File: config.mk
export PLATFORM = sky130hd
export DESIGN_NAME = led_blink_sched
export DESIGN_NICKNAME = d
export VERILOG_FILES = /design/src/rtl/led_ctrl_pkg.sv /design/src/rtl/rr_arbiter.sv /design/src/rtl/led_blink_sched.sv
export SDC_FILE = /design/constraint.sdc
export NUM_CORES = 1
export LEC_CHECK = 0
export ABC_AREA = 1
export CAP_MARGIN = 20
export CORE_MARGIN = 1.5
export CORE_UTILIZATION = 35
export CTS_BUF_LIST = sky130_fd_sc_hd__clkbuf_4 sky130_fd_sc_hd__clkbuf_8
export DETAILED_ROUTE_END_ITERATION = 10
export RECOVER_POWER = 100
export SYNTH_ARGS = -nofsm -noshare
export SYNTH_HDL_FRONTEND = slang
export SYNTH_HIERARCHICAL = 1
export SYNTH_SLANG_ARGS = --single-unit
File: constraint.sdc
create_clock -name clk -period 6 [get_ports clk]
set_clock_uncertainty 0.15 [all_clocks]
set_input_delay 0.9 -clock clk [delete_from_list [all_inputs] [get_ports clk]]
set_output_delay 0.9 -clock clk [all_outputs]
set_load 0.01 [all_outputs]
File: src/rtl/led_ctrl_pkg.sv
// Shared types and constants for the LED blink scheduler: FSM state encoding,
// default parameter values and the phase-counter width helper.
package led_ctrl_pkg;

  localparam int DEF_NUM_REQ      = 4;
  localparam int DEF_CNT_W        = 4;
  localparam int DEF_PHASE_CYCLES = 5;
  localparam int DEF_GAP_CYCLES   = 10;

  localparam logic [1:0] ENC_IDLE = 2'd0;
  localparam logic [1:0] ENC_ON   = 2'd1;
  localparam logic [1:0] ENC_OFF  = 2'd2;
  localparam logic [1:0] ENC_GAP  = 2'd3;

  typedef enum logic [1:0] {
    ST_IDLE = ENC_IDLE,
    ST_ON   = ENC_ON,
    ST_OFF  = ENC_OFF,
    ST_GAP  = ENC_GAP
  } state_e;

  // Wide enough to hold the longest phase length without wrapping.
  function automatic int phase_cnt_width(input int phase_cycles, input int gap_cycles);
    return $clog2(((phase_cycles > gap_cycles) ? phase_cycles : gap_cycles) + 1);
  endfunction

endpackage

File: src/rtl/rr_arbiter.sv
// Combinational round-robin arbiter: grants the first set request found
// scanning upward from last+1, wrapping modulo NUM_REQ.
module rr_arbiter #(
  parameter int NUM_REQ = 4,
  parameter int IDX_W   = $clog2(NUM_REQ)
) (
  input  logic [NUM_REQ-1:0] req,
  input  logic [IDX_W-1:0]   last,
  input  logic               en,
  output logic [NUM_REQ-1:0] gnt,
  output logic [IDX_W-1:0]   idx
);

  logic [IDX_W-1:0] cand;
  logic             found;

  // NOTE: every variable gets a default at the top of always_comb so no path leaves it unassigned (no latch).
  always_comb begin
    gnt   = '0;
    idx   = '0;
    found = 1'b0;
    cand  = '0;
    for (int i = 1; i <= NUM_REQ; i++) begin
      cand = IDX_W'((int'(last) + i) % NUM_REQ);
      if (en && !found && req[cand]) begin
        found     = 1'b1;
        gnt[cand] = 1'b1;
        idx       = cand;
      end
    end
  end

endmodule

File: src/rtl/led_blink_sched.sv
// Round-robin scheduler sharing one status LED among NUM_REQ requesters; each
// grant plays blink_cnt ON/OFF pairs followed by a fixed low gap, then pulses done.
module led_blink_sched
  import led_ctrl_pkg::*;
#(
  parameter int NUM_REQ      = DEF_NUM_REQ,
  parameter int CNT_W        = DEF_CNT_W,
  parameter int PHASE_CYCLES = DEF_PHASE_CYCLES,
  parameter int GAP_CYCLES   = DEF_GAP_CYCLES
) (
  input  logic                     clk,
  input  logic                     rst,
  input  logic [NUM_REQ-1:0]       req,
  input  logic [NUM_REQ*CNT_W-1:0] blink_cnt,
  output logic [NUM_REQ-1:0]       grant,
  output logic                     busy,
  output logic                     done,
  output logic                     led
);

  localparam int IDX_W = $clog2(NUM_REQ);
  localparam int PH_W  = phase_cnt_width(PHASE_CYCLES, GAP_CYCLES);
  localparam logic [PH_W-1:0]  PH_LAST  = PH_W'(PHASE_CYCLES - 1);
  localparam logic [PH_W-1:0]  GAP_LAST = PH_W'(GAP_CYCLES - 1);
  localparam logic [IDX_W-1:0] LAST_RST = IDX_W'(NUM_REQ - 1);

  state_e             state_q, state_d;
  logic [PH_W-1:0]    ph_q, ph_d;
  logic [CNT_W-1:0]   rem_q, rem_d;
  logic [IDX_W-1:0]   last_q, last_d;
  logic [NUM_REQ-1:0] grant_q, grant_d;
  logic               busy_q, busy_d;
  logic               done_q, done_d;
  logic               led_q, led_d;

  logic [NUM_REQ-1:0] arb_gnt;
  logic [IDX_W-1:0]   arb_idx;
  logic [CNT_W-1:0]   cnt_arr [NUM_REQ];
  logic [CNT_W-1:0]   sel_cnt;

  for (genvar g = 0; g < NUM_REQ; g++) begin : g_cnt
    assign cnt_arr[g] = blink_cnt[g*CNT_W +: CNT_W];
  end
  assign sel_cnt = cnt_arr[arb_idx];

  rr_arbiter #(.NUM_REQ(NUM_REQ), .IDX_W(IDX_W)) u_arb (
    .req  (req),
    .last (last_q),
    .en   (state_q == ST_IDLE),
    .gnt  (arb_gnt),
    .idx  (arb_idx)
  );

  always_comb begin
    state_d = state_q;
    ph_d    = ph_q;
    rem_d   = rem_q;
    last_d  = last_q;
    grant_d = '0;
    busy_d  = busy_q;
    done_d  = 1'b0;
    led_d   = led_q;
    unique case (state_q)
      ST_IDLE: begin
        if (|arb_gnt) begin
          rem_d   = sel_cnt;
          last_d  = arb_idx;
          grant_d = arb_gnt;
          busy_d  = 1'b1;
          ph_d    = '0;
          // A zero-length burst skips straight to the gap.
          if (sel_cnt != '0) begin
            state_d = ST_ON;
            led_d   = 1'b1;
          end else begin
            state_d = ST_GAP;
            led_d   = 1'b0;
          end
        end
      end
      ST_ON: begin
        if (ph_q == PH_LAST) begin
          state_d = ST_OFF;
          led_d   = 1'b0;
          ph_d    = '0;
        end else begin
          ph_d = ph_q + 1'b1;
        end
      end
      ST_OFF: begin
        if (ph_q == PH_LAST) begin
          rem_d = rem_q - 1'b1;
          ph_d  = '0;
          if (rem_q == CNT_W'(1)) begin
            state_d = ST_GAP;
          end else begin
            state_d = ST_ON;
            led_d   = 1'b1;
          end
        end else begin
          ph_d = ph_q + 1'b1;
        end
      end
      ST_GAP: begin
        if (ph_q == GAP_LAST) begin
          state_d = ST_IDLE;
          busy_d  = 1'b0;
          done_d  = 1'b1;
          ph_d    = '0;
        end else begin
          ph_d = ph_q + 1'b1;
        end
      end
      default: state_d = ST_IDLE;
    endcase
  end

  // NOTE: sequential state uses non-blocking assignments so every flop samples the pre-edge values.
  always_ff @(posedge clk) begin
    if (rst) begin
      // NOTE: rem needs no reset value functionally, but resetting it keeps the register free of X in simulation.
      state_q <= ST_IDLE;
      ph_q    <= '0;
      rem_q   <= '0;
      last_q  <= LAST_RST;
      grant_q <= '0;
      busy_q  <= 1'b0;
      done_q  <= 1'b0;
      led_q   <= 1'b0;
    end else begin
      state_q <= state_d;
      ph_q    <= ph_d;
      rem_q   <= rem_d;
      last_q  <= last_d;
      grant_q <= grant_d;
      busy_q  <= busy_d;
      done_q  <= done_d;
      led_q   <= led_d;
    end
  end

  assign grant = grant_q;
  assign busy  = busy_q;
  assign done  = done_q;
  assign led   = led_q;

endmodule

==> results.sh, run 1 <==
export IMPL_route_detailed_wl_per_inst_microns=10.50
export IMPL_setup_slack_ps=1879
export IMPL_timing_critical_path_fanout_max=12
export IMPL_clock_tree_from_tritoncts="done"
export IMPL_min_period_ps=4121
export IMPL_drt_drc_violations_left=0
export IMPL_ys_types=28
export IMPL_routabilityCongestion=0.8463
export IMPL_cts_root_buffer="clkbuf_8"
export IMPL_leak_nw=0.9434
export IMPL_slowest_stage="dfxtp_1"
export IMPL_number_of_global_route_vias_before_repair=1459
export IMPL_layout_common_cells="nand2_1 (68), nand3_1 (38), inv_1 (26)"
export IMPL_irDropWorstVdd_v=0.0002454
export IMPL_critical_path_most_common_cell="nand2_1"
export IMPL_num_vias=1603
export IMPL_grtUsageTotal_pct=14.74
export IMPL_number_of_endpoints_with_negative_hold_slack_in_the_final_report=0
export IMPL_delay_of_the_slowest_cell_on_the_worst_path_ps=550
export IMPL_drt_vias_per_instance=4.799
export IMPL_clockBufferDepth=2
export IMPL_die_width_microns=71.90
export IMPL_ctsResizeCount=0
export IMPL_finalSetupViolations=0
export IMPL_design_core_area_sq_um=4474
export IMPL_cp_data_arrival_time_ps=4100
export IMPL_preCtsSetupSlack_ps=2558
export IMPL_slew_viol_final=0
export IMPL_power_per_cell_area_nw_per_um2=492.7
export IMPL_detailedPlacementHpwl_mm=2.793
export IMPL_rows=24
export IMPL_synth_cell_area_sq_um=1662
export IMPL_crit_required_ps=5980
export IMPL_ioPinCount=29
export IMPL_period_share_pct=68.68
export IMPL_critPathCaptureType="flop"
export IMPL_average_footprint_of_a_synthesized_cell_sq_um=6.516
export IMPL_worst_slew_margin_rel_pct=54.47
export IMPL_antenna_cells=0
export IMPL_status="completed"
export IMPL_count_of_routing_violations_after_the_opening_detailed_route_iteration=118
export IMPL_worst_hold_path_type="reg -> reg"
export IMPL_grt_pass1_wl_mm=6.216
export IMPL_r2r_setup_slack_ps=1880
export IMPL_fill_cells=478
export IMPL_timing_critical_path_cells="inv_1, ha_1, inv_1, nand3_1, nand2_1, nand2_2, nor2_1, nand3_1, nand3_1, clkinvlp_2, nand2_1, nand3_1, nand2_1, nand2_1, nor2_1, nand2_1, nand2_1, a21oi_1"
export IMPL_worstSkewPairLatency_ps=250
export IMPL_final_setup_tns_ps=0
export IMPL_maxClockFrequency_mhz=242.7
export IMPL_cp_top_family="simple AND/OR/NAND/NOR gates"
export IMPL_ctsHoldBuffers=0
export IMPL_cts_htree_levels=1
export IMPL_cp_bufs_invs=3
export IMPL_start_kind="flop"
export IMPL_grt_antenna_before_repair=0
export IMPL_routed_wl_mm=3.506
export IMPL_rsz0062_at_grt="false"
export IMPL_tightest_slew_ps=680.5
export IMPL_route_antenna_remaining_nets=0
export IMPL_grt_overflow_total=0
export IMPL_layout_nets=323
export IMPL_count_of_state_elements_after_synthesis=19
export IMPL_clkSlewWorstSetupHoldPaths_ps=70
export IMPL_max_cap_viol_count=0
export IMPL_synthesis_nets=295
export IMPL_drive_above_1_share_pct=8.156
export IMPL_clock_sinks=19
export IMPL_port_bufs=28
export IMPL_synthCells=255
export IMPL_layout_cells_most_common="nand2_1"
export IMPL_syn2layout_area_growth_pct=19.43
export IMPL_cts_repair_timing_setup_buffer_count=0
export IMPL_cts_buffers=3
export IMPL_largest_net_degree_at_the_start_of_global_routing=13
export IMPL_dieHeight_microns=71.90
export IMPL_seq_total_area_yosys_pct=22.89
export IMPL_detail_route_first_pass_iterations=4
export IMPL_worst_setup_path_type="reg -> reg"
export IMPL_floorplan_die_area_sq_um=5170
export IMPL_start_util_pct=37.14
export IMPL_synth_yosys_warnings=6
-- power breakdown --
group | internal (mW) | switching (mW)
Sequential | 0.160 | 0.0307
Combinational | 0.233 | 0.461
Clock | 0.0517 | 0.0410
-- per-layer routing --
layer  track usage, %  vias to the layer above  part of all wire (%)
met5                0                        -                     0
met4            2.096                        0                  0.46
met3            3.194                        2                   4.3
met2            24.69                       44                    44
met1            20.00                      682                    51
li1                 -                      875                     -
-- worst register-to-register path: stages, from the launching register on --
cell	delay, ps
dfxtp_1	550
inv_1	290
ha_1	420
inv_1	120
nand3_1	90
nand2_1	230
nand2_2	70
nor2_1	530
nand3_1	140
nand3_1	340
clkinvlp_2	390
nand2_1	140
nand3_1	70
nand2_1	100
nand2_1	60
nor2_1	140
nand2_1	60
nand2_1	60
a21oi_1	50
-- registers in the layout (all words and copies together) (netlist names) --
register	cells
busy	1
done	1
grant	4
last_q	2
led	1
ph_q	4
rem_q	4
state_q	2
-- cells in the mapped netlist --
cell type  count  share of area, %
buf_6          3               2.0
xor2_1         3               1.6
dfxtp_1       19                23
o21ai_2        2               1.1
and2_1         1              0.38
o211ai_1       3               1.4
inv_1         25               5.6
clkinv_1       4              0.90
o21ai_1        2              0.60
o21ai_0        6               1.8
clkbuf_1       1              0.23
nor2_4         3               2.0
nor2_1        18               4.1
inv_4          1              0.38
nand2_2        6               2.3
inv_2          4              0.90
clkinv_2       1              0.30
nand3b_1       1              0.45
buf_2          1              0.30
nand4_1        7               2.6
nor3_1         4               1.2
nand2_4        1              0.68
nand3_2        4               2.4
nor2_2         2              0.75
nand2_1       67                15
ha_1          18                14
a21oi_1       11               3.3
nand3_1       37                11
-- cell families after synthesis --
logic type               after synthesis  share of synthesized area (%)
AND/OR/NAND/NOR                      151                          43.15
buffers and inverters                 40                          10.69
AO/OA/AOI/OAI                         24                          8.133
flip-flops                            19                          22.89
adder cells (fa/ha/maj)               18                          13.55
XOR/XNOR                               3                          1.582
-- stage by stage --
stage	total power [mW]	instance area, sq um	utilization (%)	hold WS, ps	instances
after floorplan	0.7920	1662	-	295.3	255
after global placement	0.9252	1964	43.90	316.0	330
after detailed placement	0.9235	1964	43.90	313.7	330
after CTS	1.017	2013	44.99	325.4	334
after global routing	1.115	1984	44.35	353.0	334
final	0.9777	1984	44.35	316.7	334
-- path summary, 6_finish.rpt --
| path | from | endpoint | depth (start not counted) |
|---|---|---|---|
| min reg2reg | ph_q[3] | ph_q[3] | 2 |
| max | last_q[0] | led | 18 |
| max reg2reg | last_q[0] | led | 18 |
| min | ph_q[3] | ph_q[3] | 2 |
-- cell type report --
cell class	count	area (sq um)	share of cell area [%]
inverter	35	133.9	6.747
sequential	19	380.4	19.17
tap	52	65.06	3.279
multi-input combinational	196	1076	54.22
timing repair buffer	28	280.3	14.12
clock buffer	4	48.80	2.459
(Power assumes the default switching activity.)
==> run 2: changes to the inputs <==
Clock period 6 ns to 3.5 ns, I/O delays scaled along.
==> results.sh, run 2 (same netlist as run 1, synthesis figures left out) <==
export IMPL_grt_pass1_wl_mm=6.154
export IMPL_clock_sinks=19
export IMPL_drt_vias_per_instance=4.722
export IMPL_largest_net_degree_at_the_start_of_global_routing=13
export IMPL_ctsHoldBuffers=0
export IMPL_rsz0062_at_grt="false"
export IMPL_floorplan_die_area_sq_um=5170
export IMPL_drive_above_1_share_pct=10.25
export IMPL_layoutNonFillerInstCount=335
export IMPL_drt_drc_violations_left=0
export IMPL_grtUsageTotal_pct=14.63
export IMPL_min_period_ps=3084
export IMPL_layout_cells_most_common="nand2_1"
export IMPL_dpl_cell_count=331
export IMPL_max_cap_viol_count=0
export IMPL_layout_nets=324
export IMPL_clkSlewWorstSetupHoldPaths_ps=70
export IMPL_slew_viol_final=0
export IMPL_worst_setup_path_type="reg -> reg"
export IMPL_ioPinCount=29
export IMPL_finalSetupViolations=0
export IMPL_layout_common_cells="nand2_1 (67), nand3_1 (38), inv_1 (25)"
export IMPL_crit_required_ps=3490
export IMPL_count_of_routing_violations_after_the_opening_detailed_route_iteration=87
export IMPL_status="completed"
export IMPL_timing_critical_path_cells="inv_2, ha_1, inv_1, nand3_1, nand2_4, nand2_2, nor2_4, nand3_1, nand3_1, inv_4, nand2_1, nand3_1, nand2_1, nand2_1, nor2_1, nand2_1, nand2_1, a21oi_1"
export IMPL_grt_overflow_total=0
export IMPL_start_util_pct=37.14
export IMPL_routed_wl_mm=3.502
export IMPL_cts_buffers=3
export IMPL_worst_slew_margin_rel_pct=75.49
export IMPL_cp_data_arrival_time_ps=3070
export IMPL_grt_antenna_before_repair=0
export IMPL_number_of_global_route_vias_before_repair=1390
export IMPL_worst_hold_path_type="reg -> reg"
export IMPL_period_share_pct=88.12
export IMPL_num_vias=1582
export IMPL_tightest_slew_ps=366.6
export IMPL_clockBufferDepth=2
export IMPL_critPathCaptureType="flop"
export IMPL_irDropWorstVdd_v=0.0004351
export IMPL_syn2layout_area_growth_pct=21.08
export IMPL_cts_htree_levels=1
export IMPL_number_of_endpoints_with_negative_hold_slack_in_the_final_report=0
export IMPL_worstSkewPairLatency_ps=260
export IMPL_critical_path_most_common_cell="nand2_1"
export IMPL_final_setup_tns_ps=0
export IMPL_cts_root_buffer="clkbuf_8"
export IMPL_antenna_cells=0
export IMPL_routabilityCongestion=0.8687
export IMPL_rows=24
export IMPL_port_bufs=28
export IMPL_slowest_stage="dfxtp_2"
export IMPL_route_antenna_remaining_nets=0
export IMPL_die_width_microns=71.90
export IMPL_start_kind="flop"
export IMPL_power_per_cell_area_nw_per_um2=852.0
export IMPL_leak_nw=0.9556
export IMPL_dieHeight_microns=71.90
export IMPL_detailedPlacementHpwl_mm=2.798
export IMPL_clock_tree_from_tritoncts="done"
export IMPL_detail_route_first_pass_iterations=4
export IMPL_route_detailed_wl_per_inst_microns=10.45
export IMPL_design_core_area_sq_um=4474
export IMPL_maxClockFrequency_mhz=324.2
export IMPL_delay_of_the_slowest_cell_on_the_worst_path_ps=460
export IMPL_timing_critical_path_fanout_max=12
## run 2: layout make-up
class | count | area [sq um]
timing repair buffer | 29 | 287.8
multi-input combinational | 196 | 1094
sequential | 19 | 381.6
inverter | 35 | 135.1
clock buffer | 4 | 48.80
tap | 52 | 65.06
fill | 447 | 2462
## run 2: repair_timing
| action | 4_1_cts | 5_1_grt |
|---|---|---|
| setup endpoints to repair | 0 | 2 |
| buffers inserted | 0 | 0 |
| resized for setup | 0 | 1 |
## run 2: metrics by stage
stage	util, %	worst slack (ps)	area (sq um)	hold WS [ps]	power, mW
4_1_cts	45.16	275.8	2021	323.7	1.748
5_1_grt	44.97	47.82	2012	339.1	1.928
3_5_place_dp	44.07	307.1	1972	313.4	1.583
3_3_place_gp	44.07	405.3	1972	307.2	1.587
6_report	44.97	415.7	2012	315.7	1.714
2_1_floorplan	-	812.1	1662	295.3	1.358
## run 2: metal layers
| metal | global-route usage (%) | routed length, microns | vias up |
|---|---|---|---|
| met5 | 0 | 0 | - |
| met4 | 3.774 | 40 | 0 |
| met3 | 3.056 | 149 | 4 |
| met2 | 22.53 | 1487 | 35 |
| met1 | 20.88 | 1824 | 662 |
| li1 | - | - | 881 |
## run 2: power breakdown
group / leakage, nW / internal (mW) / switching (mW)
Sequential: 0.155 / 0.276 / 0.0466
Combinational: 0.774 / 0.419 / 0.814
Clock: 0.0262 / 0.0887 / 0.0711
Total: 0.956 / 0.783 / 0.931
## run 2: final timing paths
path / startpoint / endpoint / slack [ps] / cells after the start
min: ph_q[3] / ph_q[3] / 320 / 2
max: last_q[0] / led / 420 / 18
min reg2reg: ph_q[3] / ph_q[3] / 320 / 2
max reg2reg: last_q[0] / led / 420 / 18
## run 2: worst max-delay path, delay by kind of cell, from the launching register on
kind | cells | cell delay (ps)
simple gates | 13 | 1560
fa+ha+maj | 1 | 370
flops | 1 | 460
compound gates | 1 | 50
buf+inv | 3 | 360
==> run 3: changes to the inputs <==
Settings changed: SETUP_SLACK_MARGIN set to 0.5.
==> results.sh, run 3 (same netlist as run 1, synthesis figures left out) <==
export IMPL_status="completed"
export IMPL_fin_area_sq_um=2092
export IMPL_layout_cells_most_common="nand2_1"
export IMPL_ioPinCount=29
export IMPL_layout_common_cells="nand2_1 (68), nand3_1 (37), inv_1 (23)"
export IMPL_timing_reg2reg_worst_path_depth=17
export IMPL_layoutNonFillerInstCount=343
export IMPL_dieHeight_microns=71.90
export IMPL_crit_required_ps=3500
export IMPL_rsz0062_at_grt="false"
export IMPL_worst_hold_path_type="reg -> reg"
export IMPL_clock_sinks=19
export IMPL_worst_setup_path_type="reg -> reg"
export IMPL_syn2layout_area_growth_pct=25.90
export IMPL_count_of_routing_violations_after_the_opening_detailed_route_iteration=114
export IMPL_hold_path_cell_count=2
export IMPL_ctsHoldBuffers=0
export IMPL_dpl_cell_count=331
export IMPL_grtUsageTotal_pct=14.71
export IMPL_max_cap_viol_count=0
export IMPL_period_share_pct=82.35
export IMPL_detail_route_first_pass_iterations=4
export IMPL_start_kind="flop"
export IMPL_routed_wl_mm=3.612
export IMPL_detailedPlacementHpwl_mm=2.798
export IMPL_dpl_cell_area_sq_um=1972
export IMPL_grt_antenna_before_repair=0
export IMPL_layout_nets=332
export IMPL_port_bufs=28
export IMPL_preCtsSetupSlack_ps=307.1
export IMPL_floorplan_die_area_sq_um=5170
export IMPL_slew_viol_final=0
export IMPL_drt_vias_per_instance=4.738
export IMPL_leak_nw=0.9890
export IMPL_drive_above_1_share_pct=13.06
export IMPL_number_of_global_route_vias_before_repair=1394
export IMPL_final_setup_tns_ps=0
export IMPL_clkSlewWorstSetupHoldPaths_ps=70
export IMPL_cp_data_arrival_time_ps=2890
export IMPL_irDropWorstVdd_v=0.0004307
export IMPL_worstSkewPairLatency_ps=260
export IMPL_route_detailed_wl_per_inst_microns=10.53
export IMPL_min_period_ps=2882
export IMPL_power_per_cell_area_nw_per_um2=862.4
export IMPL_layout_core_utilization_pct=46.76
export IMPL_cts_htree_levels=1
export IMPL_number_of_endpoints_with_negative_hold_slack_in_the_final_report=0
export IMPL_drt_drc_violations_left=0
export IMPL_rows=24
export IMPL_design_core_area_sq_um=4474
export IMPL_grt_pass1_wl_mm=6.189
export IMPL_worst_slew_margin_rel_pct=75.95
export IMPL_finalSetupViolations=0
export IMPL_cts_root_buffer="clkbuf_8"
export IMPL_die_width_microns=71.90
export IMPL_routabilityCongestion=0.8687
export IMPL_antenna_cells=0
export IMPL_critPathCaptureType="flop"
export IMPL_cts_buffers=3
export IMPL_clockBufferDepth=2
export IMPL_maxClockFrequency_mhz=346.9
export IMPL_tightest_slew_ps=360.7
export IMPL_start_util_pct=37.14
export IMPL_setup_slack_ps=617.7
export IMPL_fill_cells=442
export IMPL_timing_critical_path_fanout_max=10
export IMPL_num_vias=1625
export IMPL_clock_tree_from_tritoncts="done"
export IMPL_grt_overflow_total=0
export IMPL_route_antenna_remaining_nets=0
export IMPL_largest_net_degree_at_the_start_of_global_routing=13
-- run 3: cell count changes in the layout (fill, tap and decap cells not counted), sizes merged --
| cell | delta |
|---|---|
| clkbuf | +2 |
| buf | +6 |
-- run 3: path summary, 6_finish.rpt --
path	from	slack, ps	end
setup / recovery	last_q[0]	620	rem_q[1]
hold / removal	ph_q[3]	320	ph_q[3]
setup reg to reg	last_q[0]	620	rem_q[1]
hold reg to reg	ph_q[3]	320	ph_q[3]
-- run 3: cell type report --
cell class | count | area [sq um] | share of cell area [%]
multi-input combinational | 196 | 1116 | 53.35
tap | 52 | 65.06 | 3.110
timing repair buffer | 37 | 340.3 | 16.27
clock buffer | 4 | 48.80 | 2.333
inverter | 35 | 137.6 | 6.579
sequential | 19 | 384.1 | 18.36
-- run 3: report_power, final --
part,switching [mW],leakage (nW),internal (mW)
combinational,0.846,0.807,0.478
sequential,0.0432,0.156,0.277
clock,0.0709,0.0262,0.0887
-- run 3: worst max-delay path, cell delays in order (launching register included) --
cell and delay (ps):
dfxtp_4 370, inv_4 130, ha_4 230, inv_1 90, nand3_1 80, nand2_1 240
nand2_2 110, nor2_4 170, clkbuf_1 220, nand3_1 100, nand3_1 110, nor2_1 70
nand4_1 170, clkinv_2 120, nor2_4 160, o21ai_0 100, nor2_1 100, nor2_1 40
-- run 3: layer usage --
layer / global-route usage, % / vias up / routed length (microns)
li1: - / 896 / -
met1: 20.88 / 674 / 1864
met2: 22.84 / 47 / 1501
met3: 3.056 / 8 / 171
met4: 3.774 / 0 / 75
met5: 0 / - / 0
-- run 3: what timing repair did --
action,4_1_cts,5_1_grt
resized for setup,2,7
setup endpoints to repair,6,8
pin swaps,0,3
endpoints found under the hold margin,0,0
buffers inserted,0,8
-- run 3: through the flow --
stage | hold WS (ps) | power, mW
final | 315.2 | 1.804
after detailed placement | 313.4 | 1.583
after CTS | 323.7 | 1.753
after global routing | 339.1 | 2.028
after floorplan | 295.3 | 1.358
after global placement | 307.2 | 1.587
